[src/rtl/lockin_mem_pkg.sv]
// Shared SPRAM geometry and read-master state encoding.
// Reused by every SPRAM client so address/data widths stay in one place.
package lockin_mem_pkg;

    localparam int SPRAM_ADDR_W = 14;
    localparam int SPRAM_DATA_W = 16;

    typedef enum logic [1:0] {
        IDLE  = 2'd0,
        RUN   = 2'd1,
        DRAIN = 2'd2,
        CSUM  = 2'd3
    } rd_state_t;

endpackage

[src/rtl/spram_burst_reader_if.sv]
// Control, SPRAM and output-stream signals of the burst reader.
// master = reader side, slave = requester / memory / sink side.
interface spram_burst_reader_if #(
    parameter int ADDR_W = lockin_mem_pkg::SPRAM_ADDR_W,
    parameter int DATA_W = lockin_mem_pkg::SPRAM_DATA_W
);
    logic              start;
    logic [ADDR_W-1:0] base_addr;
    logic [ADDR_W:0]   length;
    logic              busy;
    logic              done;

    logic [ADDR_W-1:0] mem_addr;
    logic              mem_ce;
    logic              mem_wren;
    logic [DATA_W-1:0] mem_rdata;

    logic [DATA_W-1:0] out_data;
    logic              out_valid;
    logic              out_ready;
    logic              out_last;

    modport master (
        input  start, base_addr, length, mem_rdata, out_ready,
        output busy, done, mem_addr, mem_ce, mem_wren, out_data, out_valid, out_last
    );

    modport slave (
        output start, base_addr, length, mem_rdata, out_ready,
        input  busy, done, mem_addr, mem_ce, mem_wren, out_data, out_valid, out_last
    );
endinterface

[src/rtl/spram_rd_skid_fifo.sv]
// Two-entry skid FIFO holding {last, data}; head is visible combinationally.
// Push and pop may coincide; push while full without pop and pop while empty are dropped.
module spram_rd_skid_fifo #(
    parameter int W = 17
) (
    input  logic         clk,
    input  logic         rst,
    input  logic         i_push,
    input  logic [W-1:0] i_dat,
    input  logic         i_pop,
    output logic [W-1:0] o_dat,
    output logic [1:0]   o_count
);
    logic [W-1:0] r_mem [2];
    logic         r_wptr;
    logic         r_rptr;
    logic [1:0]   r_count;
    logic         w_pop;
    logic         w_push;

    assign w_pop  = i_pop && (r_count != 2'd0);
    assign w_push = i_push && ((r_count != 2'd2) || w_pop);

    always_ff @(posedge clk or posedge rst) begin
        if (rst) begin
            r_mem[0] <= '0;
            r_mem[1] <= '0;
            r_wptr   <= 1'b0;
            r_rptr   <= 1'b0;
            r_count  <= 2'd0;
        end else begin
            if (w_push) begin
                r_mem[r_wptr] <= i_dat;
                r_wptr        <= ~r_wptr;
            end
            if (w_pop) begin
                r_rptr <= ~r_rptr;
            end
            r_count <= r_count + {1'b0, w_push} - {1'b0, w_pop};
        end
    end

    assign o_dat   = r_mem[r_rptr];
    assign o_count = r_count;
endmodule

[src/rtl/spram_burst_reader.sv]
// SPRAM burst read master: start -> first out_valid 3 cycles later, one word/cycle when ready,
// reads throttled so issued-but-unconsumed words never exceed 2. SPRAM_READER_CHECKSUM_EN appends a sum word.
module spram_burst_reader
    import lockin_mem_pkg::*;
#(
    parameter int ADDR_W = SPRAM_ADDR_W,
    parameter int DATA_W = SPRAM_DATA_W
) (
    input  logic clk,
    input  logic rst,
    spram_burst_reader_if.master bus
);
    localparam logic [ADDR_W:0]   REM_ONE  = {{ADDR_W{1'b0}}, 1'b1};
    localparam logic [ADDR_W-1:0] ADDR_ONE = {{(ADDR_W-1){1'b0}}, 1'b1};

    rd_state_t         r_state;
    rd_state_t         w_next;
    logic [ADDR_W-1:0] r_addr;
    logic [ADDR_W:0]   r_rem;
    logic              r_inflight;
    logic              r_inflight_last;
    logic              r_done;

    logic [DATA_W:0]   w_fifo_dat;
    logic [1:0]        w_fifo_cnt;
    logic              w_fifo_vld;
    logic              w_fifo_pop;
    logic              w_last_pop;
    logic              w_csum_pop;
    logic [2:0]        w_occ;
    logic              w_issue;

`ifdef SPRAM_READER_CHECKSUM_EN
    logic [DATA_W-1:0] r_sum;
`endif

    spram_rd_skid_fifo #(.W(DATA_W + 1)) u_fifo (
        .clk     (clk),
        .rst     (rst),
        .i_push  (r_inflight),
        .i_dat   ({r_inflight_last, bus.mem_rdata}),
        .i_pop   (w_fifo_pop),
        .o_dat   (w_fifo_dat),
        .o_count (w_fifo_cnt)
    );

    // Built from FIFO state and out_ready only, so mem_ce has no path through out_valid.
    assign w_fifo_vld = (w_fifo_cnt != 2'd0);
    assign w_fifo_pop = w_fifo_vld && bus.out_ready;
    assign w_last_pop = w_fifo_pop && w_fifo_dat[DATA_W];
    assign w_csum_pop = (r_state == CSUM) && bus.out_ready;
    assign w_occ      = {1'b0, w_fifo_cnt} + {2'b00, r_inflight} - {2'b00, w_fifo_pop};
    assign w_issue    = (r_state == RUN) && (w_occ < 3'd2);

    always_ff @(posedge clk or posedge rst) begin
        if (rst) begin
            r_state <= IDLE;
        end else begin
            r_state <= w_next;
        end
    end

    always_comb begin
        w_next = r_state;
        case (r_state)
            IDLE: begin
                if (bus.start && (bus.length != '0)) begin
                    w_next = RUN;
                end
            end
            RUN: begin
                if (w_issue && (r_rem == REM_ONE)) begin
                    w_next = DRAIN;
                end
            end
            DRAIN: begin
                if (w_last_pop) begin
`ifdef SPRAM_READER_CHECKSUM_EN
                    w_next = CSUM;
`else
                    w_next = IDLE;
`endif
                end
            end
            CSUM: begin
                if (w_csum_pop) begin
                    w_next = IDLE;
                end
            end
            default: w_next = IDLE;
        endcase
    end

    always_ff @(posedge clk or posedge rst) begin
        if (rst) begin
            r_addr          <= '0;
            r_rem           <= '0;
            r_inflight      <= 1'b0;
            r_inflight_last <= 1'b0;
            r_done          <= 1'b0;
        end else begin
            r_done          <= 1'b0;
            r_inflight      <= w_issue;
            r_inflight_last <= w_issue && (r_rem == REM_ONE);
            if ((r_state == IDLE) && bus.start) begin
                r_addr <= bus.base_addr;
                r_rem  <= bus.length;
                if (bus.length == '0) begin
                    r_done <= 1'b1;
                end
            end
            if (w_issue) begin
                r_addr <= r_addr + ADDR_ONE;
                r_rem  <= r_rem - REM_ONE;
            end
            if ((r_state != IDLE) && (w_next == IDLE)) begin
                r_done <= 1'b1;
            end
        end
    end

`ifdef SPRAM_READER_CHECKSUM_EN
    always_ff @(posedge clk or posedge rst) begin
        if (rst) begin
            r_sum <= '0;
        end else if ((r_state == IDLE) && bus.start) begin
            r_sum <= '0;
        end else if (w_fifo_pop) begin
            r_sum <= r_sum + w_fifo_dat[DATA_W-1:0];
        end
    end
`endif

    always_comb begin
        bus.busy      = (r_state != IDLE);
        bus.done      = r_done;
        bus.mem_addr  = r_addr;
        bus.mem_ce    = w_issue;
        bus.mem_wren  = 1'b0;
        bus.out_valid = w_fifo_vld;
        bus.out_data  = w_fifo_dat[DATA_W-1:0];
`ifdef SPRAM_READER_CHECKSUM_EN
        // Data words never carry last here; the sum word closes the burst.
        bus.out_last  = 1'b0;
        if (r_state == CSUM) begin
            bus.out_valid = 1'b1;
            bus.out_data  = r_sum;
            bus.out_last  = 1'b1;
        end
`else
        bus.out_last  = w_fifo_vld && w_fifo_dat[DATA_W];
`endif
    end
endmodule

[src/flat_wrapper.sv]
// flat-port wrapper written by rule: the top's interface ports become plain ports
module spram_burst_reader_flat import lockin_mem_pkg::*;
#(
    parameter int ADDR_W = SPRAM_ADDR_W,
    parameter int DATA_W = SPRAM_DATA_W
)
  (clk, rst, bus_start, bus_base_addr, bus_length, bus_mem_rdata, bus_out_ready, bus_busy, bus_done, bus_mem_addr, bus_mem_ce, bus_mem_wren, bus_out_data, bus_out_valid, bus_out_last);
  spram_burst_reader_if #(.ADDR_W(ADDR_W), .DATA_W(DATA_W)) bus_i ();
  input  logic clk;
  input  logic rst;
  input wire logic [$bits(bus_i.start)-1:0] bus_start;
  input wire logic [$bits(bus_i.base_addr)-1:0] bus_base_addr;
  input wire logic [$bits(bus_i.length)-1:0] bus_length;
  input wire logic [$bits(bus_i.mem_rdata)-1:0] bus_mem_rdata;
  input wire logic [$bits(bus_i.out_ready)-1:0] bus_out_ready;
  output wire logic [$bits(bus_i.busy)-1:0] bus_busy;
  output wire logic [$bits(bus_i.done)-1:0] bus_done;
  output wire logic [$bits(bus_i.mem_addr)-1:0] bus_mem_addr;
  output wire logic [$bits(bus_i.mem_ce)-1:0] bus_mem_ce;
  output wire logic [$bits(bus_i.mem_wren)-1:0] bus_mem_wren;
  output wire logic [$bits(bus_i.out_data)-1:0] bus_out_data;
  output wire logic [$bits(bus_i.out_valid)-1:0] bus_out_valid;
  output wire logic [$bits(bus_i.out_last)-1:0] bus_out_last;
  assign bus_i.start = bus_start;
  assign bus_i.base_addr = bus_base_addr;
  assign bus_i.length = bus_length;
  assign bus_i.mem_rdata = bus_mem_rdata;
  assign bus_i.out_ready = bus_out_ready;
  assign bus_busy = bus_i.busy;
  assign bus_done = bus_i.done;
  assign bus_mem_addr = bus_i.mem_addr;
  assign bus_mem_ce = bus_i.mem_ce;
  assign bus_mem_wren = bus_i.mem_wren;
  assign bus_out_data = bus_i.out_data;
  assign bus_out_valid = bus_i.out_valid;
  assign bus_out_last = bus_i.out_last;
  spram_burst_reader #(.ADDR_W(ADDR_W), .DATA_W(DATA_W)) u_core (.clk(clk), .rst(rst), .bus(bus_i));
endmodule
[config.mk]
export PLATFORM = sky130hd
export DESIGN_NAME = spram_burst_reader_flat
export DESIGN_NICKNAME = d
export VERILOG_FILES = /design/src/rtl/lockin_mem_pkg.sv /design/src/rtl/spram_burst_reader_if.sv /design/src/rtl/spram_rd_skid_fifo.sv /design/src/rtl/spram_burst_reader.sv /design/src/flat_wrapper.sv
export SDC_FILE = /design/constraint.sdc
export NUM_CORES = 1
export LEC_CHECK = 0
export ABC_AREA = 1
export BUFFER_PORTS_ARGS = -buffer_cell sky130_fd_sc_hd__clkbuf_2
export CELL_PAD_IN_SITES_DETAIL_PLACEMENT = 0
export CELL_PAD_IN_SITES_GLOBAL_PLACEMENT = 1
export CORE_ASPECT_RATIO = 2
export CORE_MARGIN = 4
export CORE_UTILIZATION = 40
export CTS_CLUSTER_DIAMETER = 50
export DETAILED_ROUTE_END_ITERATION = 16
export PLACE_DENSITY = 0.82
export SYNTH_ARGS = -nofsm -noshare
export SYNTH_HDL_FRONTEND = slang
export SYNTH_HIERARCHICAL = 1
export SYNTH_SLANG_ARGS = --single-unit
[constraint.sdc]
create_clock -name clk -period 2.97 [get_ports clk]
set_input_delay 0.1485 -clock clk [delete_from_list [all_inputs] [get_ports clk]]
set_output_delay 0.1485 -clock clk [all_outputs]
set_load 0.01 [all_outputs]
==> summary.txt <==
Hold Path Class: input port to flop
sequential share of power: 0.305
Fmax: 380 MHz
leak pwr: 2.63 nW
area grow syn2layout: 17.8%
Via density: 5.15
Worst EP required: 3.17 ns
root buffer cell: clkbuf_16
num rows: 53
Critical Path AT: 2.84 ns
Worst Skew: 0.00720 ns
height of the die: 154 um
R2R cell count: 12
PD cells: 1180 nW/um^2
Crit. End Element: flop
nets@finish: 695
synthesized flop and latch total: 72
antenna cell count: 0
Routed Antenna Nets: 0
CTS Sinks: 72
DP Wirelength: 8540 um
# setup viols final: 0
layout cells sized above 1: 0.250
total grt overflow: 0
Iter 0 DRT Violations: 186
register area share after synthesis: 0.421
Hold Crit Start: bus_base_addr[3]
main flop type after synthesis: dfrtp_1
total CTS buffers: 9
Yosys cell types: 41
Die Footprint: 12500 um^2
syn_nets: 616
drt pass-1 iters: 4
largest fanout on the critical path: 17
final hold vios: 0
Logic pwr share: 0.532
R2R Setup Slk: 0.34 ns
RSZ-0062 raised after global routing: false
Final min period: 2.63 ns
Clk pin slew, worst setup/hold paths: 0.06 ns
largest net degree at the start of global routing: 39
final WL: 11600 um
GP Congestion: 0.897
r2r startpoint: u_core/u_fifo/o_count[1]
fin cells: 780
Hold Path Sink: u_core/bus.mem_addr[3]
GRT Overall Usage: 0.198
antenna violations before repair: 0
Port-buffer cells: 83
clk buf depth: 2
Syn Inst Count: 561
period utilization: 0.887
Critical Path Start: u_core/u_fifo/o_count[1]
DR vias: 4018
startpoint types: flop
Skew-Pair Late Insertion Delay: 0.33 ns
setup TNS: 0 ns
IR drop worst, VDD: 0.000713 V
global-route wire length before repair: 19300 um
die width: 81.1 um
Pins Over Slew Limit: 0
core area: 10500 um^2
Yosys warnings: 6
Switching Power: 2.83 mW
Crit Path Class: flop to flop
placed cell count: 763
Cell Area, Synth: 4280 um^2
Pint: 3.12 mW
clock share of power: 0.163
final instance area: 5030 um^2
DRC viols: 0
CTS tree: built
H-Tree Depth: 3
Power, Total: 5.95 mW
status: completed
vias in the first global route: 4126
area of placed instances: 4750 um^2
Sw Ratio: 0.475
Post-synth EDFFs: 0
RR Endpoint: u_core/r_rem[8]
Initial Util: 0.408
max_cap viols: 0
Wirelength per Cell: 14.8 um
hold depth: 3
syn_area_per_cell: 7.62 um^2
Synth async-reset ratio: 1.00
Top-Level Pins: 85
synthesized netlist by cell type, types with 2 or more instances:
cell | count | area, um^2
nor2_2 | 5 | 31.3
xor2_1 | 5 | 43.8
nand3_4 | 4 | 70.1
buf_12 | 2 | 40.0
o211ai_1 | 7 | 52.6
buf_2 | 16 | 80.1
dfrtp_1 | 72 | 1800
o221ai_1 | 2 | 17.5
o21a_1 | 2 | 15.0
inv_2 | 9 | 33.8
nand2_2 | 22 | 138
o211ai_2 | 3 | 37.5
a21oi_1 | 7 | 35.0
buf_4 | 4 | 30.0
o21ai_0 | 7 | 35.0
nor2_4 | 3 | 33.8
nand4_1 | 39 | 244
a31oi_1 | 2 | 12.5
buf_6 | 2 | 22.5
o21ai_2 | 3 | 26.3
ha_1 | 5 | 62.6
nor2_1 | 42 | 158
a22oi_1 | 2 | 15.0
nand3_1 | 31 | 155
o21ai_1 | 6 | 30.0
nor3_1 | 4 | 20.0
inv_1 | 40 | 150
o22ai_1 | 2 | 12.5
nand2_1 | 201 | 754
cell families (layout without fill, tap and decap cells):
kind of cell / after synthesis / in the layout / share of synthesized area
XOR/XNOR: 6 / 6 / 0.0123
AO/OA/AOI/OAI: 47 / 47 / 0.0761
AND/OR/NAND/NOR: 356 / 356 / 0.387
adder cells (fa/ha/maj): 6 / 6 / 0.0193
other: 1 / 1 / 0.000877
flip-flops: 72 / 72 / 0.421
buffers and inverters: 73 / 155 / 0.0834
worst max-delay path by stage:
stage / depth (start not counted) / to / slack (ns)
2_1_floorplan: 13 / u_core/r_rem[7] / 0.79
3_3_place_gp: 12 / u_core/r_rem[8] / 0.35
3_5_place_dp: 12 / u_core/r_rem[8] / 0.25
4_1_cts: 9 / bus_mem_ce / 0.14
5_1_grt: 12 / u_core/r_rem[8] / 0.1
6_report: 12 / u_core/r_rem[8] / 0.34
what timing repair did:
| item | 4_1_cts | 5_1_grt |
|---|---|---|
| resized for setup | 0 | 1 |
| setup endpoints to repair | 0 | 2 |
| setup buffers | 0 | 2 |
| hold buffers | 1 | 0 |
| endpoints found under the hold margin | 72 | 0 |
critical path, cell delays in order (launching register included):
cell,delay [ns]
dfrtp_2,0.47
o21a_1,0.19
nand2_1,0.08
o21ai_0,0.08
nand2_1,0.08
fa_1,0.52
inv_1,0.06
nor2_2,0.11
nand2_2,0.19
nand2_4,0.29
inv_2,0.18
a21oi_1,0.16
o21ai_1,0.08
flip-flops by register name, summed over array words and instances, names as in the netlist:
signal,flops
u_core/u_fifo/r_mem,34
u_core/r_rem,15
u_core/bus.mem_addr,14
u_core/r_state,2
u_core/u_fifo/o_count,2
u_core/bus.done,1
u_core/r_inflight,1
u_core/r_inflight_last,1
u_core/u_fifo/r_rptr,1
u_core/u_fifo/r_wptr,1
placed cells by master, fill, tap and decap left out, types with 3 or more instances in the layout:
master,netlist,layout
ha_1,5,5
o211ai_1,7,7
nor2_4,3,3
o21ai_0,7,7
o21ai_1,6,6
nand3_1,31,31
clkbuf_16,0,9
dfrtp_1,72,71
xor2_1,5,5
nor2_1,42,42
nor3_1,4,4
a21oi_1,7,7
clkbuf_2,0,83
clkinv_2,0,3
inv_1,40,40
nor2_2,5,5
o211ai_2,3,3
buf_4,4,7
o21ai_2,3,3
inv_2,9,9
nand4_1,39,39
nand2_1,201,201
nand2_2,22,22
nand3_4,4,4
metrics by stage:
stage	hold slack (ns)	utilization	setup slack, ns
final	0.0238	0.481	0.335
after global routing	0.0211	0.481	0.0976
after CTS	0.00445	0.479	0.145
after detailed placement	0.276	0.453	0.252
after global placement	0.275	0.453	0.348
after floorplan	0.260	-	0.791
power groups by stage:
stage / clock network [mW] / logic (mW) / registers (mW)
floorplan: 0 / 2.35 / 1.78
global placement: 0 / 3.09 / 1.81
detailed placement: 0 / 3.14 / 1.82
CTS: 0.997 / 3.16 / 1.81
global route: 1.05 / 3.56 / 1.88
finish: 0.967 / 3.17 / 1.82
routing by layer:
layer | track usage | share of wire | vias up
met3 | 0.0344 | 0.039 | 20
met5 | 0 | 0 | -
li1 | - | - | 1992
met4 | 0.0911 | 0.027 | 0
met1 | 0.214 | 0.39 | 1905
met2 | 0.360 | 0.54 | 101
layout make-up:
| class | instances | area (um^2) |
|---|---|---|
| inverter | 49 | 184 |
| clock inverter | 4 | 22.5 |
| tap | 137 | 171 |
| clock buffer | 10 | 239 |
| sequential | 72 | 1800 |
| fill | 1114 | 5440 |
| multi-input combinational | 416 | 2120 |
| timing repair buffer | 92 | 498 |
No activity file was read; power rests on OpenSTA's default activity.
